===== src/rtl/icache_pkg.sv =====
// Shared definitions for the direct-mapped instruction cache.
// Address field layout, FSM state codes and line helpers.
package icache_pkg;

  localparam int OFFSET_W    = 1;
  localparam int INDEX_W     = 3;
  localparam int TAG_W       = 3;
  localparam int NUM_LINES   = 1 << INDEX_W;
  localparam int ADDR_W      = OFFSET_W + INDEX_W + TAG_W;
  localparam int MEM_ADDR_W  = INDEX_W + TAG_W;
  localparam int IDX_LSB     = OFFSET_W;
  localparam int TAG_LSB     = OFFSET_W + INDEX_W;
  localparam int LINE_W      = 64;
  localparam int INSTR_W     = 32;
  localparam int MEM_LATENCY = 5;

  typedef enum logic [1:0] {
    IDLE      = 2'd0,
    MISS_REQ  = 2'd1,
    MISS_WAIT = 2'd2
  } state_e;

  function automatic logic [INSTR_W-1:0] sel_half(
    input logic [LINE_W-1:0] line,
    input logic              half
  );
    return half ? line[63:32] : line[31:0];
  endfunction

endpackage


===== src/rtl/icache_line_array.sv =====
// Valid/tag/data storage for the instruction cache.
// Synchronous write, asynchronous read; only valid bits reset.
module icache_line_array
  import icache_pkg::*;
(
  input  logic                clock,
  input  logic                reset,
  input  logic                i_we,
  input  logic [INDEX_W-1:0]  i_widx,
  input  logic [TAG_W-1:0]    i_wtag,
  input  logic [LINE_W-1:0]   i_wdata,
  input  logic [INDEX_W-1:0]  i_ridx,
  output logic                o_valid,
  output logic [TAG_W-1:0]    o_tag,
  output logic [LINE_W-1:0]   o_data
);

  logic [NUM_LINES-1:0] r_valid;
  logic [TAG_W-1:0]     r_tag  [NUM_LINES];
  logic [LINE_W-1:0]    r_data [NUM_LINES];

  always_ff @(posedge clock) begin
    if (reset) begin
      r_valid <= '0;
    end else if (i_we) begin
      r_valid[i_widx] <= 1'b1;
    end
  end

  always_ff @(posedge clock) begin
    if (i_we) begin
      r_tag[i_widx]  <= i_wtag;
      r_data[i_widx] <= i_wdata;
    end
  end

  assign o_valid = r_valid[i_ridx];
  assign o_tag   = r_tag[i_ridx];
  assign o_data  = r_data[i_ridx];

endmodule


===== src/rtl/icache_controller.sv =====
// Direct-mapped instruction cache controller: lookup, line refill
// from off-chip memory, and saturating hit/miss statistics.
module icache_controller
  import icache_pkg::*;
#(
  parameter int CNT_W = 16
) (
  input  logic                  clock,
  input  logic                  reset,
  input  logic                  cpu_req,
  input  logic [ADDR_W-1:0]     cpu_addr,
  output logic                  cpu_ready,
  output logic [INSTR_W-1:0]    cpu_instr,
  output logic                  cpu_busy,
  output logic                  mem_read_enable,
  output logic [MEM_ADDR_W-1:0] mem_address,
  input  logic                  mem_data_ready,
  input  logic [LINE_W-1:0]     mem_data_bus,
  output logic [CNT_W-1:0]      hit_count,
  output logic [CNT_W-1:0]      miss_count
);

  state_e                r_state;
  state_e                w_next;
  logic                  r_half;
  logic                  r_ready;
  logic [INSTR_W-1:0]    r_instr;
  logic [MEM_ADDR_W-1:0] r_mem_addr;
  logic [CNT_W-1:0]      r_hits;
  logic [CNT_W-1:0]      r_misses;

  logic                  w_valid;
  logic [TAG_W-1:0]      w_tag;
  logic [LINE_W-1:0]     w_data;
  logic                  w_hit;
  logic                  w_miss;
  logic                  w_fill;

  icache_line_array u_lines (
    .clock   (clock),
    .reset   (reset),
    .i_we    (w_fill),
    .i_widx  (r_mem_addr[INDEX_W-1:0]),
    .i_wtag  (r_mem_addr[MEM_ADDR_W-1:INDEX_W]),
    .i_wdata (mem_data_bus),
    .i_ridx  (cpu_addr[IDX_LSB +: INDEX_W]),
    .o_valid (w_valid),
    .o_tag   (w_tag),
    .o_data  (w_data)
  );

  always_ff @(posedge clock) begin
    if (reset) r_state <= IDLE;
    else       r_state <= w_next;
  end

  always_comb begin
    w_next = r_state;
    w_hit  = 1'b0;
    w_miss = 1'b0;
    w_fill = 1'b0;
    unique case (r_state)
      IDLE: begin
        if (cpu_req) begin
          if (w_valid && (w_tag == cpu_addr[TAG_LSB +: TAG_W])) begin
            w_hit = 1'b1;
          end else begin
            w_miss = 1'b1;
            w_next = MISS_REQ;
          end
        end
      end
      MISS_REQ: w_next = MISS_WAIT;
      MISS_WAIT: begin
        if (mem_data_ready) begin
          w_fill = 1'b1;
          w_next = IDLE;
        end
      end
      default: w_next = IDLE;
    endcase
  end

  // The refilled half is forwarded straight from the bus.
  always_ff @(posedge clock) begin
    if (reset) begin
      r_half     <= 1'b0;
      r_ready    <= 1'b0;
      r_instr    <= '0;
      r_mem_addr <= '0;
      r_hits     <= '0;
      r_misses   <= '0;
    end else begin
      r_ready <= w_hit | w_fill;
      if (w_hit) begin
        r_instr <= sel_half(w_data, cpu_addr[0]);
        if (r_hits != '1) r_hits <= r_hits + CNT_W'(1);
      end
      if (w_miss) begin
        r_half     <= cpu_addr[0];
        r_mem_addr <= cpu_addr[ADDR_W-1:OFFSET_W];
        if (r_misses != '1) r_misses <= r_misses + CNT_W'(1);
      end
      if (w_fill) r_instr <= sel_half(mem_data_bus, r_half);
    end
  end

  assign cpu_ready       = r_ready;
  assign cpu_instr       = r_instr;
  assign cpu_busy        = (r_state != IDLE);
  assign mem_read_enable = (r_state == MISS_REQ);
  assign mem_address     = r_mem_addr;
  assign hit_count       = r_hits;
  assign miss_count      = r_misses;

endmodule


===== config.mk =====
export PLATFORM = sky130hd
export DESIGN_NAME = icache_controller
export DESIGN_NICKNAME = d
export VERILOG_FILES = /design/src/rtl/icache_pkg.sv /design/src/rtl/icache_line_array.sv /design/src/rtl/icache_controller.sv
export SDC_FILE = /design/constraint.sdc
export NUM_CORES = 1
export LEC_CHECK = 0
export CORE_ASPECT_RATIO = 0.8
export CORE_MARGIN = 3
export CORE_UTILIZATION = 50
export CTS_BUF_LIST = sky130_fd_sc_hd__clkbuf_8
export CTS_CLUSTER_DIAMETER = 120
export CTS_CLUSTER_SIZE = 8
export DETAILED_ROUTE_END_ITERATION = 6
export GPL_TIMING_DRIVEN = 0
export PLACE_DENSITY_LB_ADDON = 0.3
export SETUP_SLACK_MARGIN = 0.05
export SYNTH_ARGS = -nofsm -noshare
export SYNTH_HDL_FRONTEND = slang
export SYNTH_HIERARCHICAL = 1
export SYNTH_SLANG_ARGS = --single-unit

===== constraint.sdc =====
create_clock -name clock -period 5.16 [get_ports clock]
set_input_delay 1.29 -clock clock [delete_from_list [all_inputs] [get_ports clock]]
set_output_delay 1.29 -clock clock [all_outputs]
set_load 0.01 [all_outputs]

==> qor.yml <==
status: "finished clean"
grt_pass1_vias: 14100
cts.sinks: 618
synth_edf_count: 536
drt-total-wl_mm: 59.1
core_area_mm2: 0.0487
slew_viol_final: 0
synth_nets: 1419
cts_setup_buffers: 0
io_pins: 148
most-common-layout-cells: "edfxtp_1 (536), clkdlybuf4s50_1 (145), mux4_2 (136), mux2_2 (118), nand2_1 (90)"
ys_ff_latch: 618
finalCriticalPeriod_ns: 4.79
drc: 0
clock_latency_ns: 0.67
ys_warn_count: 6
synth_cell_type_count: 48
pwr-share-comb_pct: 6.2
htreeDepth: 3
p_sw_share_pct: 22.4
globalplace.congestion: 0.796
synth_async_sr_flop_share_pct: 0
fill_cells: 3612
power_frac_seq_pct: 58.1
cp_data_required_time_ns: 5.72
max_slew_margin_pct: 30.8
drt_iter0_drc: 1138
max_cap_violations: 0
grt_use_total_pct: 23.0
nNetsFinal: 1663
portBuffers: 145
num_rows: 72
grt_pass1_wl_mm: 87.8
cp-start-kind: "input port"
antenna_found_initial: 3
via_count: 14000
grt_max_degree: 54
final_common_cell: "edfxtp_1"
rsz0062_at_grt: "no"
clk_path_buf_depth: 3
area_growth_pct: 16.5
p_sw_mw: 2.12
grt-ovfl-total: 0
path_max_fanout: 10
dieArea_mm2: 0.0524
clock-root-buffer: "clkbuf_8"
finalSetupViolCount: 0
fmax_mhz: 209
r2r_slack_ns: 1.19
internal_power_mw: 7.32
vias_per_cell: 6.01
fin_skew_ns: 0.0325
peakVddDrop_mv: 0.187
firstDrtPassIters: 5
path_clk_slew_ns: 0.06
fin_crit_sh_pct: 92.9
hold_path_class: "flop to flop"
yosys_most_used_dff: "edfxtp_1"
synth_seq_area_share_pct: 71.5
end_kind: "flop"
avgSynthCellArea_um2: 18.5
power_density_mw_per_mm2: 326
die_w_um: 255
die_h_um: 205
fin_cells: 2324
detail-route-antenna-nets: 0
cts_buffers: 87
tightest_slew_ns: 1.03
pwr-share-clk_pct: 35.7
netlist_instances: 1342
place_inst: 2163
arrival_ns: 5.35
netlist_area_mm2: 0.0248
drive_gt1_share_pct: 24.5
post-route-util_pct: 59.3
hold_violations: 0
start_util_pct: 50.9
cts_tree: "built"
path_class: "input port to flop"
wl_per_cell_um: 25.4
p_leak_nw: 9.24
dp_hpwl_mm: 36.1
per-layer routing:
layer / up-vias / wire [µm] / track usage [%]
met1: 7236 / 25100 / 32.9
met3: 113 / 5000 / 5.67
met5: - / 37 / 0
li1: 5947 / - / -
met4: 6 / 1450 / 6.96
met2: 663 / 27500 / 35.3
repair_timing:
action	CTS	global route
setup endpoints to repair	0	8
gates resized for setup	0	5
hold endpoints to repair	0	0
hold buffers	0	0
critical path, cell delays in order:
cell and delay [ns]:
clkdlybuf4s50_1 0.50, buf_2 0.31, buf_1 0.63, mux4_2 0.42
mux2_2 0.31, xnor2_1 0.14, nand4_1 0.30, clkbuf_2 0.40
clkbuf_1 0.59, nand2_1 0.15, a311oi_1 0.29
through the flow:
stage | setup slack [ns] | power, mW | hold slack [ns] | setup TNS [ns] | area [µm²]
CTS | 0.121 | 9.53 | 0.456 | 0 | 28900
global placement | -2.35 | 6.15 | 0.435 | -918.99 | 27100
floorplan | 0.826 | 5.90 | 0.422 | 0 | 24800
detailed placement | -0.499 | 6.17 | 0.448 | -15.77 | 27400
finish | 0.369 | 9.44 | 0.456 | 0 | 28900
global route | 0.274 | 9.80 | 0.476 | 0 | 28900
flip-flops by register name, indices dropped and copies added, names as in the netlist:
signal	flops
hit_count	16
mem_address	6
r_state	2
u_lines/r_tag	24
r_half	1
cpu_ready	1
miss_count	16
u_lines/r_data	512
u_lines/r_valid	8
cpu_instr	32
area by class of cell:
class	count	area [µm²]	area share (%)
Buffer	81	385	1.33
Tap cell	666	833	2.88
Sequential cell	618	17700	61.3
Clock buffer	88	1210	4.19
Multi-Input combinational cell	620	6620	22.9
Timing Repair Buffer	155	1710	5.92
Inverter	23	104	0.359
Antenna cell	1	2.50	0.00865
Clock inverter	72	309	1.07
kinds of logic after synthesis:
group | count (synthesis) | share of synthesized area [%]
flip-flops | 618 | 71.5
AO/OA/AOI/OAI | 110 | 3.24
XOR/XNOR | 6 | 0.212
AND/OR/NAND/NOR | 247 | 5.36
adder cells (fa/ha/maj) | 2 | 0.101
multiplexers | 255 | 17.7
buffers and inverters | 104 | 1.89
power by group through the flow:
| stage | sequential (mW) | combinational, mW | clock (mW) |
|---|---|---|---|
| 6_report | 5.48 | 0.586 | 3.37 |
| 5_1_grt | 5.48 | 0.625 | 3.69 |
| 4_1_cts | 5.48 | 0.588 | 3.46 |
| 3_5_place_dp | 5.59 | 0.585 | 0 |
| 3_3_place_gp | 5.59 | 0.568 | 0 |
| 2_1_floorplan | 5.59 | 0.318 | 0 |
worst paths after layout:
kind	start	endpoint	depth (start not counted)
max	cpu_addr[3]	cpu_instr[30]	11
min	u_lines/r_valid[1]	u_lines/r_valid[1]	2
max reg2reg	r_state[0]	u_lines/r_data[0][16]	7
min reg2reg	u_lines/r_valid[1]	u_lines/r_valid[1]	2
cell usage after synthesis (3+ instances only):
cell       count  area share, %
edfxtp_1     536             65
mux4_2       136             12
mux2_2       118            5.4
nand2_1       90            1.4
dfxtp_1       82            6.6
nor2b_1       50            1.3
clkbuf_1      47           0.71
a211oi_1      32           0.97
a311oi_1      32            1.1
a21oi_1       27           0.54
nor2_1        27           0.41
inv_1         23           0.35
buf_2         21           0.42
nor4_1        12           0.30
nand3_1       10           0.20
nand4_1        9           0.23
nor3_1         8           0.16
o31ai_1        8           0.24
or4_1          8           0.24
buf_6          7           0.32
buf_1          6          0.091
o21ai_0        5           0.10
nor4b_1        4           0.14
or3_1          4           0.10
and4_1         3           0.11
nand3b_1       3          0.091
nand4b_1       3           0.11
nand4bb_1      3           0.14
xnor2_1        3           0.11
xor2_1         3           0.11
No activity file was read; power rests on OpenSTA's default activity.
